--- src/rtl/sop_thr_pkg.sv ---
// rtl/sop_thr_pkg.sv - shared types and step classification for the SOP threshold controller
// Contents:
//   adj_e     : threshold adjustment decision, ordered coarse-up .. hold .. coarse-down
//   lock_st_e : per-channel lock state
//   classify  : maps a window SOP count onto an adjustment decision
package sop_thr_pkg;

  // Ordering matters: every value below ADJ_HOLD is an increase.
  typedef enum logic [2:0] {
    ADJ_UP1,
    ADJ_UP2,
    ADJ_UP3,
    ADJ_HOLD,
    ADJ_DN3,
    ADJ_DN2,
    ADJ_DN1
  } adj_e;

  typedef enum logic {
    ST_UNLOCK,
    ST_LOCK
  } lock_st_e;

  function automatic adj_e classify(input int count, input int target,
                                    input int bord1, input int bord2, input int bord3);
    adj_e r;
    if      (count > target + bord1) r = ADJ_UP1;
    else if (count > target + bord2) r = ADJ_UP2;
    else if (count > target + bord3) r = ADJ_UP3;
    else if (count < target - bord1) r = ADJ_DN1;
    else if (count < target - bord2) r = ADJ_DN2;
    else if (count < target - bord3) r = ADJ_DN3;
    else                             r = ADJ_HOLD;
    return r;
  endfunction

endpackage

--- src/rtl/sop_thr_ch.sv ---
// rtl/sop_thr_ch.sv - one channel: SOP accumulator, window count, auto threshold, lock FSM
// Ports:
//   i_clk, i_rst_n : clock, asynchronous active-low reset
//   i_sop          : SOP pulse for this channel
//   i_auto_en      : adaptation enable
//   i_wend         : last cycle of the shared window
//   i_thr_load     : load i_thr_init (clamped) into the threshold
//   i_thr_init     : initial/manual threshold
//   o_thr          : current threshold
//   o_n_sps        : SOP count of the last completed window
//   o_locked       : channel has been in band for LOCK_WIN windows
module sop_thr_ch
  import sop_thr_pkg::*;
#(
  parameter int THR_W    = 24,
  parameter int CNT_W    = 15,
  parameter int TARGET   = 20,
  parameter int STEP1    = 15,
  parameter int STEP2    = 5,
  parameter int STEP3    = 2,
  parameter int BORD1    = 10,
  parameter int BORD2    = 5,
  parameter int BORD3    = 2,
  parameter int THR_MIN  = 30,
  parameter int THR_MAX  = (2**THR_W) - 1,
  parameter int LOCK_WIN = 4
) (
  input  logic             i_clk,
  input  logic             i_rst_n,
  input  logic             i_sop,
  input  logic             i_auto_en,
  input  logic             i_wend,
  input  logic             i_thr_load,
  input  logic [THR_W-1:0] i_thr_init,
  output logic [THR_W-1:0] o_thr,
  output logic [CNT_W-1:0] o_n_sps,
  output logic             o_locked
);

  localparam int LCW = $clog2(LOCK_WIN + 1);
  localparam logic [CNT_W-1:0] CNT_MAX = '1;
  // One extra bit so increments and clamp comparisons never wrap.
  localparam logic [THR_W:0] MIN_X = (THR_W+1)'(THR_MIN);
  localparam logic [THR_W:0] MAX_X = (THR_W+1)'(THR_MAX);

  logic [CNT_W-1:0] r_acc;
  logic [CNT_W-1:0] r_n_sps;
  logic [CNT_W-1:0] w_cnt;
  logic [THR_W-1:0] r_thr;
  logic [THR_W-1:0] w_thr_nxt;
  logic [THR_W:0]   w_thr_x;
  logic [THR_W:0]   w_init_x;
  logic [THR_W:0]   w_step;
  logic [THR_W:0]   w_sum;
  logic [THR_W:0]   w_diff;
  adj_e             w_adj;
  int               w_err;
  logic             w_in_band;
  logic             w_out_wide;
  lock_st_e         r_state;
  lock_st_e         w_state_nxt;
  logic [LCW-1:0]   r_lock_cnt;
  logic [LCW-1:0]   w_lock_cnt_nxt;

  // Count including a SOP on this very cycle, saturating; on wend this is the window total.
  assign w_cnt = (i_sop && (r_acc != CNT_MAX)) ? r_acc + 1'b1 : r_acc;

  always_comb begin
    w_err      = int'(w_cnt) - TARGET;
    w_in_band  = (w_err <= BORD3) && (w_err >= -BORD3);
    w_out_wide = (w_err > BORD2) || (w_err < -BORD2);
    w_adj      = classify(int'(w_cnt), TARGET, BORD1, BORD2, BORD3);
  end

  always_comb begin
    w_thr_x  = {1'b0, r_thr};
    w_init_x = {1'b0, i_thr_init};
    case (w_adj)
      ADJ_UP1, ADJ_DN1: w_step = (THR_W+1)'(STEP1);
      ADJ_UP2, ADJ_DN2: w_step = (THR_W+1)'(STEP2);
      ADJ_UP3, ADJ_DN3: w_step = (THR_W+1)'(STEP3);
      default:          w_step = '0;
    endcase
    w_sum     = w_thr_x + w_step;
    w_diff    = w_thr_x - w_step;
    w_thr_nxt = r_thr;
    // Load wins over a coincident window adjustment.
    if (i_thr_load) begin
      if (w_init_x < MIN_X)      w_thr_nxt = MIN_X[THR_W-1:0];
      else if (w_init_x > MAX_X) w_thr_nxt = MAX_X[THR_W-1:0];
      else                       w_thr_nxt = i_thr_init;
    end else if (i_wend && i_auto_en) begin
      if (w_adj < ADJ_HOLD) begin
        w_thr_nxt = (w_sum > MAX_X) ? MAX_X[THR_W-1:0] : w_sum[THR_W-1:0];
      end else if (w_adj != ADJ_HOLD) begin
        w_thr_nxt = (w_thr_x < MIN_X + w_step) ? MIN_X[THR_W-1:0] : w_diff[THR_W-1:0];
      end
    end
  end

  // Lock entry needs the tight band, exit needs the wider one (hysteresis).
  always_comb begin
    w_state_nxt    = r_state;
    w_lock_cnt_nxt = r_lock_cnt;
    if (i_thr_load || !i_auto_en) begin
      w_state_nxt    = ST_UNLOCK;
      w_lock_cnt_nxt = '0;
    end else if (i_wend) begin
      case (r_state)
        ST_UNLOCK: begin
          if (w_in_band) begin
            w_lock_cnt_nxt = r_lock_cnt + 1'b1;
            if (w_lock_cnt_nxt == LCW'(LOCK_WIN)) w_state_nxt = ST_LOCK;
          end else begin
            w_lock_cnt_nxt = '0;
          end
        end
        ST_LOCK: begin
          if (w_out_wide) begin
            w_state_nxt    = ST_UNLOCK;
            w_lock_cnt_nxt = '0;
          end
        end
        default: begin
          w_state_nxt    = ST_UNLOCK;
          w_lock_cnt_nxt = '0;
        end
      endcase
    end
  end

  always_ff @(posedge i_clk or negedge i_rst_n) begin
    if (!i_rst_n) begin
      r_state    <= ST_UNLOCK;
      r_lock_cnt <= '0;
    end else begin
      r_state    <= w_state_nxt;
      r_lock_cnt <= w_lock_cnt_nxt;
    end
  end

  always_ff @(posedge i_clk or negedge i_rst_n) begin
    if (!i_rst_n) begin
      r_acc   <= '0;
      r_n_sps <= '0;
      r_thr   <= MIN_X[THR_W-1:0];
    end else begin
      r_acc <= i_wend ? '0 : w_cnt;
      if (i_wend) r_n_sps <= w_cnt;
      r_thr <= w_thr_nxt;
    end
  end

  assign o_thr    = r_thr;
  assign o_n_sps  = r_n_sps;
  assign o_locked = (r_state == ST_LOCK);

endmodule

--- src/rtl/sop_thr_ctrl_mc.sv ---
// rtl/sop_thr_ctrl_mc.sv - multi-channel SOP-rate driven correlator threshold controller
// Ports:
//   i_clk, i_rst_n : clock, asynchronous active-low reset
//   i_sop          : per-channel SOP pulses
//   i_auto_en      : per-channel adaptation enable
//   i_thr_load     : load i_thr_init into all channels
//   i_thr_init     : packed initial thresholds, channel 0 in the LSBs
//   o_thr_auto     : packed current thresholds
//   o_n_sps        : packed SOP counts of the last completed window
//   o_win_done     : one-cycle strobe after each window end
//   o_locked       : per-channel lock indication
module sop_thr_ctrl_mc
  import sop_thr_pkg::*;
#(
  parameter int N_CH     = 4,
  parameter int THR_W    = 24,
  parameter int CNT_W    = 15,
  parameter int WIN_LEN  = 1056000,
  parameter int TARGET   = 20,
  parameter int STEP1    = 15,
  parameter int STEP2    = 5,
  parameter int STEP3    = 2,
  parameter int BORD1    = 10,
  parameter int BORD2    = 5,
  parameter int BORD3    = 2,
  parameter int THR_MIN  = 30,
  parameter int THR_MAX  = (2**THR_W) - 1,
  parameter int LOCK_WIN = 4
) (
  input  logic                  i_clk,
  input  logic                  i_rst_n,
  input  logic [N_CH-1:0]       i_sop,
  input  logic [N_CH-1:0]       i_auto_en,
  input  logic                  i_thr_load,
  input  logic [N_CH*THR_W-1:0] i_thr_init,
  output logic [N_CH*THR_W-1:0] o_thr_auto,
  output logic [N_CH*CNT_W-1:0] o_n_sps,
  output logic                  o_win_done,
  output logic [N_CH-1:0]       o_locked
);

  localparam int WCW = (WIN_LEN > 1) ? $clog2(WIN_LEN) : 1;
  localparam logic [WCW-1:0] WIN_LAST = WCW'(WIN_LEN - 1);

  logic [WCW-1:0] r_win_cnt;
  logic           r_win_done;
  logic           w_wend;

  assign w_wend = (r_win_cnt == WIN_LAST);

  always_ff @(posedge i_clk or negedge i_rst_n) begin
    if (!i_rst_n) begin
      r_win_cnt  <= '0;
      r_win_done <= 1'b0;
    end else begin
      r_win_cnt  <= w_wend ? '0 : r_win_cnt + 1'b1;
      r_win_done <= w_wend;
    end
  end

  assign o_win_done = r_win_done;

  for (genvar g = 0; g < N_CH; g++) begin : g_ch
    sop_thr_ch #(
      .THR_W(THR_W), .CNT_W(CNT_W), .TARGET(TARGET),
      .STEP1(STEP1), .STEP2(STEP2), .STEP3(STEP3),
      .BORD1(BORD1), .BORD2(BORD2), .BORD3(BORD3),
      .THR_MIN(THR_MIN), .THR_MAX(THR_MAX), .LOCK_WIN(LOCK_WIN)
    ) u_ch (
      .i_clk      (i_clk),
      .i_rst_n    (i_rst_n),
      .i_sop      (i_sop[g]),
      .i_auto_en  (i_auto_en[g]),
      .i_wend     (w_wend),
      .i_thr_load (i_thr_load),
      .i_thr_init (i_thr_init[g*THR_W +: THR_W]),
      .o_thr      (o_thr_auto[g*THR_W +: THR_W]),
      .o_n_sps    (o_n_sps[g*CNT_W +: CNT_W]),
      .o_locked   (o_locked[g])
    );
  end

endmodule

--- config.mk ---
export PLATFORM = sky130hd
export DESIGN_NAME = sop_thr_ctrl_mc
export DESIGN_NICKNAME = d
export VERILOG_FILES = /design/src/rtl/sop_thr_pkg.sv /design/src/rtl/sop_thr_ch.sv /design/src/rtl/sop_thr_ctrl_mc.sv
export SDC_FILE = /design/constraint.sdc
export NUM_CORES = 1
export LEC_CHECK = 0
export CAP_MARGIN = 0
export CORE_UTILIZATION = 52
export DETAILED_ROUTE_END_ITERATION = 10
export GPL_ROUTABILITY_DRIVEN = 0
export PLACE_DENSITY = 0.75
export SYNTH_ARGS = -nofsm -noshare
export SYNTH_HDL_FRONTEND = slang
export SYNTH_SLANG_ARGS = --single-unit
--- constraint.sdc ---
create_clock -name i_clk -period 5.8 [get_ports i_clk]
set_input_delay 1.16 -clock i_clk [delete_from_list [all_inputs] [get_ports i_clk]]
set_output_delay 1.16 -clock i_clk [all_outputs]
set_load 0.01 [all_outputs]
; ---- Word level (Yosys, flattened, before mapping)
; Cells that the tools add are included.
[totals]
output_inout_bits = 161
reg_bits = 254
word_cells = 313
in_bits = 107
[op_classes]
eq_ne = 37
bitwise_logic = 4
reduce_logical = 60
n_mux = 109
order_cmp = 56
add_sub_neg = 25
[op_table]
columns = cell, count
row1 = $mux 24, 28
row2 = $gt 15x5->1 const B, 12
row3 = $ge 32x2->1 const B, 4
row4 = $gt 32x4->1 const B, 4
row5 = $le 32x3->1 const B, 4
row6 = $lt 32x4->1 const B, 4
row7 = $lt 15x4->1 const B, 8
row8 = $mux 15, 8
row9 = $mux 3, 40
row10 = $add 24x4->25, 4
row11 = $gt 25x24->1 const B, 4
row12 = $lt 24x25->1, 4
row13 = $lt 24x5->1 const B, 4
row14 = $sub 24x4->24, 4
row15 = $sub 15x5->16 const B, 4
row16 = $add 15x1->15 const B, 4
row17 = $lt 15x5->1 const B, 4
row18 = $ne 15x15->1 const B, 4
row19 = $eq 3x3->1 const B, 16
row20 = $pmux 4 s3, 4
row21 = $add 5x4->6 const A, 4
row22 = $ne 3x2->1 const B, 8
row23 = $pmux 3 s2, 4
row24 = $reduce_or 2->1, 12
row25 = other kinds (17), 95

; ---- Depth between registers and ports, before layout
; Gate-level depths: netlist of the first run.
[logic_depth]
depth_word = 20
ltp_mapped = 28

; ---- Hierarchy
; A second synthesis of the first run with hierarchy kept.
[unflattened]
hier_cells = 2479
area_unflattened_um2 = 20652.3
[modules_own_cells]
columns = mod, seq_area_each_um2, cells_per_inst, area_each_um2, n_inst
row1 = sop_thr_ch (g_ch[0].u_ch ...), 1456.4, 591, 4885.9, 3
row2 = sop_thr_ch (g_ch[3].u_ch), 1456.4, 612, 4972.3, 1
row3 = sop_thr_ctrl_mc, 550.5, 94, 1022.2, 1

; ---- Worst setup path before layout of the first run
; OpenSTA, ideal clock, no wires.
[synth_timing]
path_kind = input -> register
startpoint = in i_sop[2]
endpoint = reg g_ch[2].u_ch.r_thr[15]
arrival_ns = 6.714
setup_time_ns = 0.110
required_time_ns = 5.690
setup_slack_ns = -1.024
path_buffers = 2
path_stages = 24
cell_sequence = clkbuf_1 > nand4_1 > nor4_1 > mux2i_1 > o211ai_1 > or3_1 > or2_1 > buf_2 > or3_1 > a21oi_2 > o21a_1 > ha_1 > inv_1 > fa_1 > o21bai_1 > a21oi_1 > nor4b_1 > nand2_1 > nor2_1 > a21o_1 > nand2_1 > a21oi_1 > a31oi_1 > o41ai_1
[synth_via]
elab_chain_len = 19
word_cells_on_any_way = 39
classes_between = add/sub: 3 / order compare: 9 / eq/ne: 6 / mux: 14 / reduce/logical: 7
[synth_rtl]
columns = element, line_no
row1 = from (decl), sop_thr_ctrl_mc.sv:32  ; input logic [N_CH-1:0] i_sop,
row2 = $logic_and 1x1->1 (*), sop_thr_ch.sv:66  ; assign w_cnt = (i_sop && (r_acc != CNT_MAX)) ? r_acc + 1'b1 : r_acc;
row3 = $mux 15 (*), sop_thr_ch.sv:66
row4 = $lt 15x5->1, sop_thr_pkg.sv:32  ; else if (count < target - bord3) r = ADJ_DN3;
row5 = $mux 3, sop_thr_pkg.sv:32
row6 = $mux 3, sop_thr_pkg.sv:31  ; else if (count < target - bord2) r = ADJ_DN2;
row7 = $mux 3, sop_thr_pkg.sv:30  ; else if (count < target - bord1) r = ADJ_DN1;
row8 = $mux 3, sop_thr_pkg.sv:29  ; else if (count > target + bord3) r = ADJ_UP3;
row9 = $mux 3, sop_thr_pkg.sv:28  ; else if (count > target + bord2) r = ADJ_UP2;
row10 = $mux 3 (*), sop_thr_pkg.sv:27  ; if (count > target + bord1) r = ADJ_UP1;
row11 = branches (longest 10 deep; another with $add 24x4->25), --
row12 = to (signal assigned), sop_thr_ch.sv:146  ; r_thr <= MIN_X[THR_W-1:0];
row13 = to (signal assigned), sop_thr_ch.sv:150  ; r_thr <= w_thr_nxt;
row14 = to (decl), sop_thr_ch.sv:49  ; logic [THR_W-1:0] r_thr;
; Mark *: on every way between the ends. The select of a mux whose other input is x is not followed.
; A chain may end at the register's enable or synchronous reset.

; ---- Worst setup path in the final report of the first run
[layout_timing]
startpoint = in i_sop[0]
endpoint = reg g_ch[0].u_ch.r_thr[20]
[layout_via]
elab_chain_len = 19
word_cells_on_any_way = 39
classes_between = add/sub: 3 / order compare: 9 / eq/ne: 6 / mux: 14 / reduce/logical: 7
[layout_rtl]
columns = element, line_no
row1 = $logic_and 1x1->1 (*), sop_thr_ch.sv:66
row2 = $mux 15 (*), sop_thr_ch.sv:66
row3 = $lt 15x5->1, sop_thr_pkg.sv:32
row4 = $mux 3, sop_thr_pkg.sv:32
row5 = $mux 3, sop_thr_pkg.sv:31
row6 = $mux 3, sop_thr_pkg.sv:30
row7 = $mux 3, sop_thr_pkg.sv:29
row8 = $mux 3, sop_thr_pkg.sv:28
row9 = $mux 3 (*), sop_thr_pkg.sv:27
row10 = branches (longest 10 deep; another with $add 24x4->25), --
row11 = to (signal assigned), sop_thr_ch.sv:146
row12 = to (signal assigned), sop_thr_ch.sv:150
row13 = to (decl), sop_thr_ch.sv:49
; Marked as above.

==> results of run 1 <==
[worst register-to-register path, stage by stage, from the launching register on]
cell and delay [ns]:
dfrtp_2 0.43, ha_2 0.25, nand4_2 0.10, buf_4 0.20, or4_4 0.55, mux2i_4 0.27
nand4_1 0.13, nand4b_1 0.28, o31ai_4 0.11, o211a_1 0.19, o211a_4 0.17, inv_2 0.04
a21oi_4 0.14, ha_2 0.19, inv_1 0.05, fa_2 0.36, o21bai_4 0.13, a21oi_2 0.10
or2_4 0.24, or4_4 0.51, nor2_4 0.11, and2_4 0.18, a21oi_4 0.07, a221oi_2 0.33
a21oi_2 0.07, a221oi_2 0.29
[worst min path at each step]
stage / endpoint / slack [ns] / cells past startpoint
after detailed placement: g_ch[1].u_ch.o_n_sps[6]$_DFFE_PN0P_ / 0.47 / 2
final: g_ch[0].u_ch.o_n_sps[1]$_DFFE_PN0P_ / 0.48 / 2
after CTS: g_ch[1].u_ch.o_n_sps[6]$_DFFE_PN0P_ / 0.48 / 2
after floorplan: r_win_cnt[13]$_DFF_PN0_ / 0.45 / 1
after global routing: r_win_cnt[13]$_DFF_PN0_ / 0.50 / 1
after global placement: g_ch[1].u_ch.o_n_sps[5]$_DFFE_PN0P_ / 0.46 / 2
[cell families after synthesis]
kind of cell               count (synthesis)  synth area share, %
DFF                                      254                 30.5
adders and majority gates                 90                 5.67
AOI/OAI and AO/OA                        748                 23.1
muxes                                     35                 1.79
and+or+nand+nor                         1174                 28.2
xor gates and xnor gates                 133                 5.57
buffers and inverters                    251                 5.09
[state kept, by name (all words and copies together) (netlist names)]
register and count:
r_win_cnt 21, g_ch.u_ch.r_acc 60, g_ch.u_ch.o_thr 96, o_win_done 1, g_ch.u_ch.r_lock_cnt 12, g_ch.u_ch.o_n_sps 60, g_ch.u_ch.o_locked 4
[placed cells by master (no fill, tap or decap), types with 29 or more instances in the layout]
master,netlist,routed
clkbuf_16,0,31
and3_1,47,47
o21ai_0,192,184
xnor2_1,74,73
dfrtp_1,238,234
a21oi_1,187,176
ha_1,82,77
inv_1,80,76
and2_1,31,29
nand4_1,54,54
clkdlybuf4s50_1,0,263
o211ai_1,29,29
nor2_1,242,231
nor4_1,54,43
nand3_1,122,121
a31oi_1,45,44
nor3_1,100,87
nand2_1,332,327
buf_4,9,331
xor2_1,59,59
[through the flow]
stage / std cells / instance area [um^2] / power, mW / worst slack [ns] / util (%)
CTS: 3687 / 27200 / 8.48 / 0.00685 / 68.5
global route: 3700 / 27600 / 9.13 / -0.0410 / 69.5
floorplan: 2685 / 21200 / 4.77 / -0.0969 / -
global placement: 3631 / 26100 / 6.30 / -0.466 / 65.8
detailed placement: 3631 / 26100 / 6.41 / -0.644 / 65.8
finish: 3700 / 27600 / 8.62 / 0.205 / 69.5
[power by group]
group          total (mW)  internal [mW]  switching [mW]
Clock                2.02           1.21           0.812
Sequential           2.46           1.99           0.480
Combinational        4.13           1.91            2.22
Total                8.62           5.10            3.52
[layout make-up]
type | instances | share of cell area, %
Timing Repair Buffer | 600 | 18.8
Inverter | 83 | 1.15
Tap cell | 525 | 2.38
Clock buffer | 37 | 3.07
Multi-Input combinational cell | 2180 | 50.7
Antenna cell | 3 | 0.0272
Clock inverter | 18 | 0.748
Sequential cell | 254 | 23.1
[routing by layer]
metal | vias to the layer above | global-route usage, %
li1 | 10800 | -
met1 | 11100 | 46.6
met2 | 1241 | 52.9
met3 | 232 | 7.01
met4 | 6 | 14.0
met5 | - | 0
[cell usage after synthesis, types with 30 or more instances]
library cell	instances
and3_1	47
and2_1	31
inv_1	80
a31oi_1	45
clkbuf_1	104
a21oi_1	187
xnor2_1	74
nor4_1	54
buf_2	39
or3_1	30
nor3_1	100
nor2_1	242
xor2_1	59
nand3_1	122
dfrtp_1	238
ha_1	82
o21ai_0	192
nand4_1	54
nand2_1	332
[what timing repair did]
item | CTS | global route
setup endpoints to repair | 1 | 94
hold endpoints to repair | 0 | 0
gates resized for setup | 1 | 76
gates cloned | 0 | 0
hold buffers | 0 | 0
pin swaps | 0 | 28
setup buffers | 1 | 10
==> run metrics, run 1 <==
status=completed; total congestion overflow=0; Setup violations, final=0; vias after detailed routing=23400; total negative slack=0 ns; routed wl met3=approximately 6900 um; fraction of registers with async set/reset=100%; Worst R2R Path Depth=25; Die H=roughly 200 um; unrepaired setup endpoints after global routing=yes; CTS Buf Count=31; Startpoint Class=input port; H-tree levels=1; DR WL/cell=between 15 and 20 um; endpoints failing hold=0; clk sink count=~250; cell count after synthesis=between 2000 and 3000; root buf cell=clkbuf_16; # rows=73; initial antenna violation count=7; Yosys cell types=approximately 110; Slew Viols, Final=0; area delta synth->final=32.1%; Final ANT Viol Nets=0; share of layout cells above drive strength 1=a little under a fifth; wl on met1=roughly 30000 um; Crit Reg-Reg Endpoint=g_ch[1].u_ch.o_thr[2]$_DFFE_PN1P_; CTS Buffer Depth=3; Min Hold Slack=0.477 ns; Critical-path top delay cell=or4b_2; largest net degree at the start of global routing=between 90 and 100; Max FO, Critical Path=4; Synth area leader=dfrtp_1; critical path, cell by cell=clkdlybuf4s50_1 > and4_2 > nor3b_4 > nand4_1 > xnor2_2 > nor2_2 > and2_0 > o21a_1 > inv_1 > ha_1 > inv_1 > fa_1 > a21oi_1 > o21bai_1 > or4b_2 > or3_1 > nor3_2 > xor2_1 > a21oi_1 > a31oi_1 > nor2_1 > o31ai_1; Critical Path Max Stage Delay=0.67 ns; Boundary Pins=268; vias per cell=around 6.3; CP Capture Type=register; fill count=~3200; DRC=0; first-pass GRT wire length=around 120000 um; Bufs and invs on worst path=3; hold path startpoint=g_ch[0].u_ch.o_n_sps[1]$_DFFE_PN0P_; First DRT Iteration DRCs=roughly 2200; CP startpoint=i_sop[0]; number of buffers added on ports=267; Post-Route WL=around 72000 um; met2 WL=between 30000 and 40000 um; Synth Net Count=2882; pwr/cell area=about 310 nW/um^2; core box area=between 30000 and 40000 um^2; Arrival @ worst endpoint=6.07 ns; ranking of synthesized cells by area=dfrtp_1, nand2_1, ha_1; Synth top area share=between 20% and 30%; clock slew at reported path FFs=roughly 0.06 ns; Worst Tran Pin Value=roughly 0.98 ns; Rel. slew slack=around a third; Reg2Reg Setup Slack=around 0.23 ns; WP depth=22; Worst Hold Class=reg -> reg; Starting Density=52.6%; Post-synth EDFFs=0; final worst path period need=5.59 ns; GRT Util Overall=between 30% and 40%; Setup CP Type=in -> reg; sequential cell area fraction in the yosys report=slightly above 30%; Synth warnings=0; Pre-antenna DRT Iters=6; Worst EP required=~6.3 ns; final worst-path cycle share=a little over nine tenths; VDD IR max=between 0.2 and 0.25 mV; P_leak=around 12 nW; achievable clock frequency=179 MHz; die area=about 41000 um^2; Layout Nets=roughly 3300; vias in the first global route=between 20000 and 25000; CTS tree=done; Top Layer Used=met5; Skew-Pair Late Insertion Delay=approximately 0.58 ns; number of max-cap violations=0; synthesized cell area=20900 um^2; Crit path max-delay family=simple AND/OR/NAND/NOR gates; Critical Path End=g_ch[0].u_ch.o_thr[20]$_DFFE_PN0P_; skew final=between 0.01 and 0.015 ns; Chip Width=approximately 200 um; r2r startpoint=g_ch[1].u_ch.r_acc[1]$_DFF_PN0_; Multi-input gate area=14000 um^2; syn_area_per_cell=just under 8 um^2; Yosys reg bits=roughly 250; flip-flop and latch area=6380 um^2; main flop type after synthesis=dfrtp_1; DP Wirelength=53400 um
No activity file was read; power rests on OpenSTA's default activity.
==> run 2, diff against run 1 <==
Settings changed: SLEW_MARGIN set to 20.
==> results of run 2 <==
Same layout as run 1: the final DEF is identical, and so are final timing and power.
